### src/rtl/instr_mem_sync.sv
// Instruction memory: synchronous RAM image, registered fetch port, runtime program-load port, post-reset init fill.
// Fetch latency 1 cycle from grant; init fill takes DEPTH cycles after reset, during which fetches are refused.
// Backpressure: instr/instr_valid hold while instr_valid & ~instr_ready; no new fetch is granted until consumed.
module instr_mem_sync #(
    parameter int DATA_W  = 16,
    parameter int ADDR_W  = 4,
    parameter int DEPTH   = 16,
    parameter int OOR_VAL = 50
) (
    input  logic              clk,
    input  logic              rst_n,
    input  logic              fetch_req,
    input  logic [ADDR_W-1:0] fetch_addr,
    output logic              fetch_gnt,
    output logic [DATA_W-1:0] instr,
    output logic              instr_valid,
    input  logic              instr_ready,
    input  logic              prog_en,
    input  logic [ADDR_W-1:0] prog_addr,
    input  logic [DATA_W-1:0] prog_data,
    output logic              prog_err,
    output logic              busy
);

    // One extra bit so DEPTH == 2**ADDR_W still compares correctly
    localparam logic [ADDR_W:0]   DEPTH_L = (ADDR_W+1)'(DEPTH);
    localparam logic [ADDR_W-1:0] LAST_L  = ADDR_W'(DEPTH - 1);
    localparam logic [DATA_W-1:0] OOR_L   = DATA_W'(OOR_VAL);

    typedef enum logic {
        S_INIT,
        S_RUN
    } state_t;

    state_t            state;
    logic [ADDR_W-1:0] init_ptr;
    logic [DATA_W-1:0] mem [DEPTH];

    logic              running;
    logic              fetch_in_range;
    logic              prog_in_range;
    logic              prog_wr;
    logic              bypass;
    logic              mem_we;
    logic [ADDR_W-1:0] mem_wa;
    logic [DATA_W-1:0] mem_wd;

    assign running        = (state == S_RUN);
    assign fetch_in_range = ({1'b0, fetch_addr} < DEPTH_L);
    assign prog_in_range  = ({1'b0, prog_addr} < DEPTH_L);
    assign prog_wr        = running & prog_en & prog_in_range;
    // Write-first: a fetch of the address being programmed this cycle sees the new data
    assign bypass         = prog_wr & (prog_addr == fetch_addr);
    assign fetch_gnt      = running & fetch_req & (~instr_valid | instr_ready);

    // Single write port shared by the init fill and the program-load path
    assign mem_we = rst_n & (~running | prog_wr);
    assign mem_wa = running ? prog_addr : init_ptr;
    assign mem_wd = running ? prog_data : DATA_W'({init_ptr, 1'b0});

    // Storage array: no reset, contents are rebuilt by the init fill
    always_ff @(posedge clk) begin
        if (mem_we) begin
            mem[mem_wa] <= mem_wd;
        end
    end

    // Init/run sequencer plus registered fetch output and program-error pulse
    always_ff @(posedge clk) begin
        if (!rst_n) begin
            state       <= S_INIT;
            busy        <= 1'b1;
            init_ptr    <= '0;
            instr       <= '0;
            instr_valid <= 1'b0;
            prog_err    <= 1'b0;
        end else begin
            if (state == S_INIT) begin
                init_ptr <= init_ptr + 1'b1;
                if (init_ptr == LAST_L) begin
                    state <= S_RUN;
                    busy  <= 1'b0;
                end
            end

            prog_err <= prog_en & (~running | ~prog_in_range);

            if (fetch_gnt) begin
                instr_valid <= 1'b1;
                if (!fetch_in_range) begin
                    instr <= OOR_L;
                end else if (bypass) begin
                    instr <= prog_data;
                end else begin
                    instr <= mem[fetch_addr];
                end
            end else if (instr_ready) begin
                instr_valid <= 1'b0;
            end
        end
    end

endmodule

### config.mk
export PLATFORM = sky130hd
export DESIGN_NAME = instr_mem_sync
export DESIGN_NICKNAME = d
export VERILOG_FILES = /design/src/rtl/instr_mem_sync.sv
export SDC_FILE = /design/constraint.sdc
export NUM_CORES = 1
export LEC_CHECK = 0
export ABC_CLOCK_PERIOD_IN_PS = 2610
export CAP_MARGIN = 10
export CORE_ASPECT_RATIO = 0.6
export CORE_MARGIN = 4
export CORE_UTILIZATION = 60
export DETAILED_ROUTE_END_ITERATION = 12
export PLACE_DENSITY = 0.79
export SLEW_MARGIN = 20
export SYNTH_ARGS = -nofsm -noshare
export SYNTH_HDL_FRONTEND = slang
export SYNTH_SLANG_ARGS = --single-unit
### constraint.sdc
create_clock -name clk -period 2.61 [get_ports clk]
set_input_delay 0.522 -clock clk [delete_from_list [all_inputs] [get_ports clk]]
set_output_delay 0.522 -clock clk [all_outputs]
set_load 0.1 [all_outputs]
### Word level (Yosys, flattened, before mapping)

Memory sizes are Yosys's and may differ from the RTL's. A register that Yosys moved wholly into a read port is not among the register bits.
Index checks and enable logic that the tools add are counted.

| storage, ports and cells | value |
|---|---|
| memories kept | 1 |
| word-level logic and storage cells | 28 |
| input port bits | 29 |
| bits in writable memories | 256 |
| register bits | 8 |
| output and inout bits | 20 |

| cells by class | value |
|---|---|
| reductions and logical operators | 3 |
| bitwise logic cells | 9 |
| add/subtract/negate cells | 1 |
| multiplexer cells | 8 |
| equal/unequal tests | 1 |

Memory list:

| name | words | bits a word | read ports | clocked after Yosys merged registers in | wr ports | line | RTL |
|---|---|---|---|---|---|---|---|
| mem | 16 | 16 | 1 | 1 | 1 | 37 | `logic [DATA_W-1:0] mem [DEPTH];` |

Operators by type and width:

| operator | number |
|---|---|
| $mux W16 | 1 |
| $mux W1 | 6 |
| $and A1 B1 Y1 | 5 |
| $add A4 B1 Y4 const B | 1 |
| $eq A4 B4 Y1 const B | 1 |
| $mux W4 | 1 |
| $not A1 Y1 | 2 |
| $or A1 B1 Y1 | 2 |
| $reduce_and A2 Y1 | 1 |
| $reduce_bool A2 Y1 | 1 |
| $logic_not A1 Y1 | 1 |

### Longest topological paths before layout

| logic depth | value |
|---|---|
| word-level depth | 5 |
| gate-level depth with buffers | 8 |
| depth with buffers taken out | 5 |

### Least setup slack after synthesis

Ideal clock, no wire load.

| path | value |
|---|---|
| kind | reg-to-reg |
| start point | reg instr_valid |
| end point | reg instr[4], read port of mem |
| setup slack | -0.611 ns |
| buffers on the path | 2 |
| clock period less this slack | 3.221 ns |
| arrival | 3.100 ns |
| library setup time | 0.122 ns |
| cell stages (with the launch flop) | 7 |
| required time | 2.488 ns |
| cell sequence | dfxtp_1 nand2b_1 nor2b_1 nor2b_1 buf_1 clkbuf_1 a221o_1 |

| between the ends | value |
|---|---|
| word-level cells in the longest chain between the ends | 3 |

Ends and longest elaborated chain:

| item | line | RTL |
|---|---|---|
| start, declared | 16 | `output logic instr_valid,` |
| start signal, assigned | 75 | `instr_valid <= 1'b0;` |
| start signal, assigned | 89 | `instr_valid <= 1'b1;` |
| start signal, assigned | 98 | `instr_valid <= 1'b0;` |
| $not A1 Y1 | 54 | `assign fetch_gnt = running & fetch_req & (~instr_valid \| instr_ready);` |
| $or A1 B1 Y1 | 54 |  |
| $and A1 B1 Y1 | 54 |  |
| via fetch_gnt | 14 | `output logic fetch_gnt,` |
| end, declared | 15 | `output logic [DATA_W-1:0] instr,` |

The timed path passes the listed nets, and every way through them passes these cells.
A chain may end at the register's enable or synchronous reset.

### Worst setup path in the final report

| path | value |
|---|---|
| start point | reg state, in the netlist running |
| end point | mem mem[9][6] (enable) |

| between the ends | value |
|---|---|
| word-level cells in the longest chain between the ends | 5 |
| elaborated cells between the ends (all ways) | 7 |
| classes of those cells | mux (3); bitwise (4) |

Ends and longest elaborated chain:

| item | line | RTL |
|---|---|---|
| start, declared | 35 | `state_t state;` |
| start signal, assigned | 71 | `state <= S_INIT;` |
| start signal, assigned | 81 | `state <= S_RUN;` |
| $and A1 B1 Y1 / $not A1 Y1 (equally long branches) | -- |  |
| $or A1 B1 Y1 | 57 | `assign mem_we = rst_n & (~running \| prog_wr);` |
| $and A1 B1 Y1 | 57 |  |
| $mux W1 | 63 | `if (mem_we) begin` |
| $mux W1 (implied by the code) | 64 | `mem[mem_wa] <= mem_wd;` |
| end, declared | 37 |  |

Parallel ways exist; a longest one is shown, timed or not.

==> reports/results.txt <==
wirelength, routed = 24.4 mm
max-cap violation count = 0
syn_area_per_cell = 20.0 sq um
CTS Root Cell = clkbuf_16
CTS tree = yes
PortBufs = 48
P&R area growth vs syn = 17.3%
post-CTS setup buffers = 0
largest family of logic cells by synthesized area = multiplexers
Setup crit end kind = flip-flop
placed cell area = 11,900 sq um
Synth Instances = 541
core footprint = 17,400 sq um
leading area contributor after synthesis = edfxtp_1
Placed Cells = 833
diodes inserted = 0
most frequent cells in the layout = 256 x edfxtp_1, 64 x mux4_2, 50 x buf_4
IO Pins = 49
die width = 182 microns
first-pass GRT wire length = 36.9 mm
Synth top area share = 70.9%
Crit path required time = 2.82 ns
final hold violations = 0
vias in the first global route = 5,847
WHS = 0.476 ns
Nets = 656
Worst Hold Class = flip-flop to flip-flop
# DRC = 0
R2R Path Start = running
Critical Path Source = running
Power Density = 709 nW/um^2
latest clock arrival within the worst-skew pair = 0.51 ns
Critical Path AT = 2.68 ns
Final Setup Violations = 0
fin cells = 878
Worst IR Drop VDD = 0.556 mV
post-synthesis xor/xnor area fraction = 0.485%
flop-to-flop setup slack = 0.14 ns
GRT overflow = 0
CTS buffer count = 25
Seq/Total Area, Yosys = 75.4%
Iter 0 DRT Violations = 805
Tightest Pin Transition = 0.810 ns
most common cell after layout, fill and taps aside = edfxtp_1
DR WL/cell = 27.7 microns
CTS Hold Buffers Added = 0
Post-synth ARST share = 0%
Final Max Slew Viols = 0
num rows = 37
post-synthesis mux area share = 13.9%
synth top area cells = edfxtp_1 71%, mux4_2 13%, dfxtp_1 4.4%
critical path class = flip-flop to flip-flop
layout cells sized above 1 = 26.6%
post-synthesis compound-gate area fraction = 5.26%
DR vias = 5,707
maximum root-to-sink buffer count = 3
Tmin final = 2.47 ns
synth warn = 0
Leak = 4.30 nW
Synth Area in Simple Gates = 3.50%
Initial Utilization = 62.3%
Clock Sinks = 280
Yosys reg bits = 280
Max Clk Rate = 404 MHz
ANT nets after route = 0
ys flop type = edfxtp_1
synth unique cells = 35
Worst setup SP type = flip-flop
Max-slew headroom = 45.9%
Post-synth EDFFs = 256
Die Height = 112 microns
hpwl dp = 15.1 mm
CTS HTree Levels = 1
critical path fanouts, max = 40
Total GRT Usage = 24.2%
final RePlAce weighted congestion = 0.833
Worst-path clk slew = 0.06 ns
area of the die = 20,300 sq um
pin count of the biggest net entering global routing = 41
Worst R2R End = mem[9][6]
Post-Route Skew = 0.00612 ns
Critical Path Sink = mem[9][6]
PostCTS Resize Cnt = 0
syn nets = 571
outcome = finished clean
Via density = 6.50
RSZ-0062 raised after global routing = no
Tcrit/Tclk final = 94.8%
R2R cell count = 6
initial antenna violation count = 0
Pre-Repair DR Iteration Count = 5
synthesized cell area = 10,800 sq um
Adder-Cell Fraction of Synth Area = 0.115%
post-route design area = 12,700 sq um
-- how the worst min path moves through the flow --
stage / start / end / slack [ns] / depth (start not counted)
detailed placement: busy / busy / 0.46 / 2
floorplan: init_ptr[3] / running / 0.53 / 2
finish: busy / busy / 0.48 / 2
global placement: busy / busy / 0.45 / 2
global route: busy / busy / 0.51 / 2
CTS: busy / busy / 0.47 / 2
-- synth_stat cells (7+ instances only) --
cell type  instances
nor2_1            22
and2_1            16
mux4_2            64
a21oi_1           17
a22oi_1           32
clkbuf_1          15
buf_2              9
nand2b_1           7
dfxtp_1           24
a221o_1           16
nand2_1           17
edfxtp_1         256
-- critical path: stages (launching register included) --
cell and delay, ns:
dfxtp_1 0.38, buf_4 0.40, nand2_1 0.16, o22ai_1 0.22
nand3_1 0.21, nor2_1 0.47, buf_4 0.33
-- cell families after synthesis --
| family | after synthesis |
|---|---|
| and+or+nand+nor | 77 |
| muxes | 70 |
| DFF | 280 |
| xor gates and xnor gates | 6 |
| AOI/OAI and AO/OA | 74 |
| buffers and inverters | 33 |
| adders and majority gates | 1 |
-- area by class of cell --
| cell class | count | area, sq um |
|---|---|---|
| sequential | 280 | 8170 |
| tap | 234 | 293 |
| clock inverter | 10 | 105 |
| multi-input combinational | 228 | 2530 |
| timing repair buffer | 90 | 901 |
| clock buffer | 35 | 713 |
| inverter | 1 | 3.75 |
| fill | 1029 | 4690 |
-- sequential cells by signal, indices dropped and copies added, names as in the netlist --
register     cells
instr_valid      1
running          1
init_ptr         4
mem            256
instr           16
prog_err         1
busy             1
-- per-layer routing --
layer / wire length (microns) / vias up / GRT usage [%]
met5: 0 / - / 0
met4: 725 / 0 / 6.90
met3: 2210 / 64 / 6.44
met2: 11300 / 280 / 36.9
met1: 10100 / 2950 / 35.6
li1: - / 2413 / -
-- power breakdown --
part	switching [mW]	internal [mW]
registers	0.0207	4.91
logic	0.245	0.208
clock network	1.53	2.10
total	1.80	7.22
-- stage by stage --
step                      utilization [%]  TNS (ns)  worst slack, ns  power [mW]
after floorplan                         -         0            0.229        5.29
after global placement               68.3         0           0.0601        5.45
after detailed placement             68.3    -0.152          -0.0287        5.47
after CTS                            73.0         0            0.205        9.07
after global routing                 73.0         0           0.0592        9.33
final                                73.0         0            0.135        9.01
Note: power is estimated with default switching activity, not from simulation.
